===== src/rtl/sys_bus_arbiter.sv =====
// Round-robin arbiter for the shared system bus: SPI, DMEM and DMA masters.
// Grants are held for the full transaction with a one-cycle gap between owners.
module sys_bus_arbiter #(
   parameter int HOLD_MAX = 1024,
   parameter int CNT_W    = 16
) (
   input  logic       i_clk,
   input  logic       i_rst_n,
   input  logic       i_req_spi,
   input  logic       i_req_dmem,
   input  logic       i_req_dma,
   output logic       o_gnt_spi,
   output logic       o_gnt_dmem,
   output logic       o_gnt_dma,
   output logic [1:0] o_sel,
   output logic       o_busy,
   output logic       o_hold_err
);

   typedef enum logic [2:0] {
      IDLE,
      OWN_SPI,
      OWN_DMEM,
      OWN_DMA,
      GAP
   } state_t;

   localparam logic [1:0] SEL_NONE = 2'd0;
   localparam logic [1:0] SEL_SPI  = 2'd1;
   localparam logic [1:0] SEL_DMEM = 2'd2;
   localparam logic [1:0] SEL_DMA  = 2'd3;

   localparam logic [CNT_W-1:0] HOLD_LIM = CNT_W'(HOLD_MAX);

   state_t           state;
   state_t           next_state;
   state_t           rr_pick;
   logic [1:0]       last_owner;
   logic [CNT_W-1:0] hold_cnt;
   logic             hold_err;
   logic             owning;
   logic             entering;
   logic             staying;

   assign owning   = (state == OWN_SPI) || (state == OWN_DMEM) || (state == OWN_DMA);
   assign entering = !owning && (rr_pick != IDLE);
   assign staying  = owning && (next_state == state);

   // Search starts just after the last owner, so a master that just released loses ties
   always_comb begin
      rr_pick = IDLE;
      case (last_owner)
         SEL_SPI: begin
            if (i_req_dmem)      rr_pick = OWN_DMEM;
            else if (i_req_dma)  rr_pick = OWN_DMA;
            else if (i_req_spi)  rr_pick = OWN_SPI;
         end
         SEL_DMEM: begin
            if (i_req_dma)       rr_pick = OWN_DMA;
            else if (i_req_spi)  rr_pick = OWN_SPI;
            else if (i_req_dmem) rr_pick = OWN_DMEM;
         end
         default: begin
            if (i_req_spi)       rr_pick = OWN_SPI;
            else if (i_req_dmem) rr_pick = OWN_DMEM;
            else if (i_req_dma)  rr_pick = OWN_DMA;
         end
      endcase
   end

   always_ff @(posedge i_clk or negedge i_rst_n) begin
      if (!i_rst_n) state <= IDLE;
      else          state <= next_state;
   end

   always_comb begin
      next_state = state;
      unique case (state)
         IDLE, GAP: next_state = rr_pick;
         OWN_SPI:   if (!i_req_spi)  next_state = GAP;
         OWN_DMEM:  if (!i_req_dmem) next_state = GAP;
         OWN_DMA:   if (!i_req_dma)  next_state = GAP;
         default:   next_state = IDLE;
      endcase
   end

   always_ff @(posedge i_clk or negedge i_rst_n) begin
      if (!i_rst_n) begin
         last_owner <= SEL_DMA;
      end else if (owning && next_state == GAP) begin
         case (state)
            OWN_SPI:  last_owner <= SEL_SPI;
            OWN_DMEM: last_owner <= SEL_DMEM;
            default:  last_owner <= SEL_DMA;
         endcase
      end
   end

   // hold_cnt equals the number of cycles the current grant has been visible
   always_ff @(posedge i_clk or negedge i_rst_n) begin
      if (!i_rst_n) begin
         hold_cnt <= '0;
         hold_err <= 1'b0;
      end else if (entering) begin
         hold_cnt <= CNT_W'(1);
      end else if (staying) begin
         if (hold_cnt != '1) hold_cnt <= hold_cnt + 1'b1;
         if (hold_cnt >= HOLD_LIM) hold_err <= 1'b1;
      end else if (!owning) begin
         hold_cnt <= '0;
      end
   end

   always_comb begin
      o_gnt_spi  = 1'b0;
      o_gnt_dmem = 1'b0;
      o_gnt_dma  = 1'b0;
      o_sel      = SEL_NONE;
      case (state)
         OWN_SPI: begin
            o_gnt_spi = 1'b1;
            o_sel     = SEL_SPI;
         end
         OWN_DMEM: begin
            o_gnt_dmem = 1'b1;
            o_sel      = SEL_DMEM;
         end
         OWN_DMA: begin
            o_gnt_dma = 1'b1;
            o_sel     = SEL_DMA;
         end
         default: ;
      endcase
      o_busy     = owning;
      o_hold_err = hold_err;
   end

endmodule


===== config.mk =====
export PLATFORM = sky130hd
export DESIGN_NAME = sys_bus_arbiter
export DESIGN_NICKNAME = d
export VERILOG_FILES = /design/src/rtl/sys_bus_arbiter.sv
export SDC_FILE = /design/constraint.sdc
export NUM_CORES = 1
export LEC_CHECK = 0
export BUFFER_PORTS_ARGS = -buffer_cell sky130_fd_sc_hd__buf_4
export CAP_MARGIN = 20
export CORE_MARGIN = 2
export CORE_UTILIZATION = 45
export DETAILED_ROUTE_END_ITERATION = 7
export GPL_TIMING_DRIVEN = 0
export SETUP_SLACK_MARGIN = 0.05
export SYNTH_ARGS = -nofsm -noshare
export SYNTH_HDL_FRONTEND = slang
export SYNTH_SLANG_ARGS = --single-unit

===== constraint.sdc =====
create_clock -name i_clk -period 4 [get_ports i_clk]
set_input_delay 0.4 -clock i_clk [delete_from_list [all_inputs] [get_ports i_clk]]
set_output_delay 0.4 -clock i_clk [all_outputs]
set_load 0.005 [all_outputs]

# --- Word-level counts from Yosys, hierarchy flattened ---
# Index checks and enable logic that the tools add are counted.
word_totals:
  reg_bits: 22
  latchBits: 0
  mem_bits_rw: 0
  romBits: 0
  inputBits: 5
  output_inout_bits: 7
  n_memories: 0
op_classes:
  addsub: 1
  n_mul: 0
  n_div: 0
  n_lt_le_gt_ge: 1
  eq_ne: 11
  shifts: 0
  n_mux: 23
  n_bitwise: 1
  n_reduce_logical: 11
ops:
  columns: ["cell", "count"]
  rows:
  - ["2-to-1 mux 16 bit", 4]
  - ["adder 16 x 1 -> 16 bit, second input constant", 1]
  - ["greater-or-equal comparator 16 x 11 -> 1 bit, second input constant", 1]
  - ["!= test 16 bit, second input constant", 1]
  - ["2-to-1 mux 2 bit", 7]
  - ["2-to-1 mux 3 bit", 4]
  - ["one-hot mux 3 bit (4 select lines)", 1]
  - ["== test 3 x 2 -> 1 bit, second input constant", 2]
  - ["== test 3 bit, second input constant", 2]
  - ["one-hot mux 2 bit (3 select lines)", 1]
  - ["one-hot mux 3 bit (2 select lines)", 1]
  - ["2-to-1 mux 1 bit", 4]
  - ["one-hot mux 2 bit (2 select lines)", 1]
  - ["== test 3 x 1 -> 1 bit, second input constant", 1]
  - ["== test 3 bit", 1]
  - ["logical AND 1 bit", 3]
  - ["logical NOT 3 bit", 1]
  - ["!= test 3 x 1 -> 1 bit, second input constant", 1]
  - ["!= test 3 x 2 -> 1 bit, second input constant", 1]
  - ["AND reduction 3 bit", 1]
  - ["nonzero test 3 bit", 1]
  - ["== test 2 x 1 -> 1 bit, second input constant", 1]
  - ["== test 2 bit, second input constant", 1]
  - ["logical OR 1 bit", 2]
  - ["other kinds (4)", 4]

# --- Longest topological paths before layout ---
logic_depth:
  ltp_word: 9
  depth_mapped: 11

# --- Worst setup path after synthesis ---
# No wires, ideal clock.
synth_path:
  path_kind: "reg-to-reg"
  from: "register last_owner[0]"
  to: "register hold_cnt[12]"
  setup_ns: 0.078
  arrival_ns: 2.742
  setup_slack_ns: 1.180
  stages_incl_launch_ff: 11
  n_path_buf: 2
  path_cell_list: "dfstp_2 -> inv_1 -> ha_1 -> or2_1 -> o221ai_1 -> o21ai_1 -> or4_1 -> buf_2 -> buf_6 -> or4_1 -> a21oi_1"
synth_via:
  elab_chain_cells: 7
synth_lines:
  columns: ["item", "line_no", "text"]
  rows:
  - ["start, declared", "38", "logic [1:0] last_owner;"]
  - ["start signal, assigned", "89", "last_owner <= SEL_DMA;"]
  - ["start signal, assigned", "92", "OWN_SPI: last_owner <= SEL_SPI;"]
  - ["start signal, assigned", "93", "OWN_DMEM: last_owner <= SEL_DMEM;"]
  - ["== test 2 bit or == test 2 x 1 -> 1 bit (tied branches)", "52", "case (last_owner)"]
  - ["one-hot mux 3 bit (2 select lines) *", "52", null]
  - ["one-hot mux 3 bit (4 select lines)", "78", "unique case (state)"]
  - ["== test 3 bit", "47", "assign staying = owning && (next_state == state);"]
  - ["logical AND 1 bit", "47", null]
  - ["!= test 3 x 2 -> 1 bit (no source line), or another cell as far along", null, null]
  - ["AND reduction 2 bit (no source line) or 2-to-1 mux 16 bit (tied branches)", null, null]
  - ["end signal, assigned", "107", "if (hold_cnt != '1) hold_cnt <= hold_cnt + 1'b1;"]
  - ["end, declared", "39", "logic [CNT_W-1:0] hold_cnt;"]
# Mark *: on every way between the ends. The rest lies on a longest branch, timed or not.
# A chain may end at the register's enable or synchronous reset.

# --- Final worst setup path ---
# Same ends and word-level chain as after synthesis.

==> impl_metrics.toml <==
[die]
core-area_um2 = 2810
num_rows = 19
io_pins = 12
initial_core_util_pct = 48.2
die_x_um = 58.8
dieArea_um2 = 3460
die_y_um = 58.8

[cts]
numCtsBuffers = 3
cts_setup_buffers = 0
cts_tree = "yes"
clk_latency_ns = 0.31
clockRootBuffer = "clkbuf_4"
cts.sinks = 22
holdBufCountCts = 1
clockBufferDepth = 2
cts_max_level = 1
clkSlewWorstSetupHoldPaths_ns = 0.13
cts_resized = 0

[sta]
fin_crit_ns = 3.10
skew_ns = 0.0126
post-route-period-util_pct = 77.4
setup_viol = 0
max_freq_mhz = 323
slew_headroom_pct = 54.4
worst_pin_slew_ns = 0.678
finalMaxSlewViolations = 0
finalSetupTns_ns = 0
hold_ws_ns = 0.450
rsz0062_at_grt = "no"
hold_viol = 0

[final_layout]
final_nets = 181
final_cell_mix = "dfrtp_1 (20), a21oi_1 (18), or4_1 (12), o31ai_1 (12), buf_4 (11)"
num_antenna_cells = 0
fillers = 279
multi_input_area_um2 = 722
final_common_cell = "dfrtp_1"
drive_gt1_share_pct = 12.3
ff_latch_area_um2 = 553
syn_to_final_growth_pct = 12.0

[placed_design]
place.detailed.hpwl_um = 2320
io_buffer_count = 11
routabilityCongestion = 0.890

[yosys]
synth_nets = 163
synth.area.top_cells = "dfrtp_1 (37%), a21oi_1 (6.7%), o31ai_1 (6.7%)"
synth-edff-count = 0
yosys.area.top_type = "dfrtp_1"
synth.avg_cell_area_um2 = 8.78
ys_warn_count = 0
synth.distinct_cells = 38
ys_async_sr_fraction_pct = 100
synth_ff_type = "dfrtp_1"
synth_area_um2 = 1350
seq_area_frac_synth_pct = 40.9
synth_top_area_share_pct = 37.0
synthCells = 154
ys_ff_latch = 22

[global_routing]
grt_start_max_net_pins = 23
grt_pass1_vias = 1140
track_usage_pct = 19.8
antenna_found_initial = 0
grt_pass1_wl_um = 5310
grt_overflow = 0

[setup_path]
worstSetupEndpointType = "flip-flop"
cp_max_fo = 10
timing.rr.start = "last_owner[0]"
r2r_slack_ns = 0.90
critPathLaunchType = "flip-flop"
rr_endpoint = "hold_cnt[12]"
critPathRequiredTime_ns = 4.18
path_class = "reg2reg"
r2r_cells = 11
cp.arrival_ns = 3.28

[pwr]
leakage_uw = 0.000649
ir_worst_vdd_uv = 379
power_density_nw_per_um2 = 605

[job]
maxCapViolations = 0

[route]
vias = 1257
drt-total-wl_um = 3140
wire_per_inst_um = 15.5
antenna_left = 0
drc = 0
via_per_inst = 6.22
drtIter0Drc = 50
first_pass_iters = 4

[min_path]
hp-class = "in2reg"
min-delay-start = "i_req_dma"
whs_path_depth = 4
min_to = "last_owner[1]"

[run_status]
outcome = "completed"
## state kept, by name (all words and copies together), names as in the netlist
name        count
hold_cnt       16
o_hold_err      1
last_owner      2
state           3
## layer usage
metal	track usage, %	share of wire, %	up-vias
li1	-	-	624
met1	31.6	51	611
met2	27.6	46	20
met3	2.64	3.0	2
met4	5.19	0.61	0
met5	0	0	-
## worst max path at each step
stage	startpoint	to	slack [ns]	cells past startpoint
after global routing	last_owner[0]	hold_cnt[3]	0.70	11
after CTS	last_owner[0]	hold_cnt[12]	0.90	11
final	last_owner[0]	hold_cnt[12]	0.90	11
after detailed placement	last_owner[0]	hold_cnt[12]	0.91	11
after global placement	last_owner[0]	hold_cnt[6]	0.89	8
after floorplan	last_owner[0]	hold_cnt[12]	1.18	10
## power by group
group	total, uW	switching (uW)	internal (uW)
Clock	105	65.8	38.8
Sequential	298	34.5	264
Combinational	513	316	197
## area by class of cell
type / instances / area share (%)
inverter: 10 / 2.48
buffer: 8 / 2.64
multi-input combinational: 114 / 47.6
clock buffer: 4 / 1.73
sequential: 22 / 36.5
timing repair buffer: 13 / 6.44
tap: 31 / 2.56
## cell usage after synthesis (all sizes together) (3+ instances only)
cell type and n:
a21oi 19, and3 3, and4 3, buf 3, clkbuf 5, dfrtp 20
ha 4, inv 10, nand2 8, nand2b 3, nand3 7, nand4 3
nor2 10, o21ai 4, o22ai 4, o31ai 12, or4 12
## logic make-up (layout without fill, tap and decap cells)
logic type	after synthesis	count (layout)	synth area share [%]
compound gates	50	50	23.9
mux	1	1	0.740
simple gates	59	59	25.1
fa+ha+maj	4	4	3.70
flops	22	22	40.9
buf+inv	18	35	5.74
## stage by stage
step           instance area, um^2  std cells  utilization (%)  total power, uW  worst slack, ns
2_1_floorplan                 1350        154                -              638             1.18
3_3_place_gp                  1470        196             52.5              797            0.891
3_5_place_dp                  1480        197             52.7              815            0.907
4_1_cts                       1520        202             54.0              924            0.897
5_1_grt                       1520        202             54.0             1000            0.697
6_report                      1520        202             54.0              916            0.905
## worst max-delay path, stage by stage (launching register included)
cell,delay [ns]
dfstp_2,0.56
inv_1,0.04
ha_1,0.34
or2_1,0.24
o221ai_1,0.25
o21ai_1,0.11
or4_1,0.49
buf_2,0.17
buf_6,0.14
clkbuf_1,0.23
o31ai_1,0.30
a21oi_1,0.09
Power figures use the tool's default switching activity.
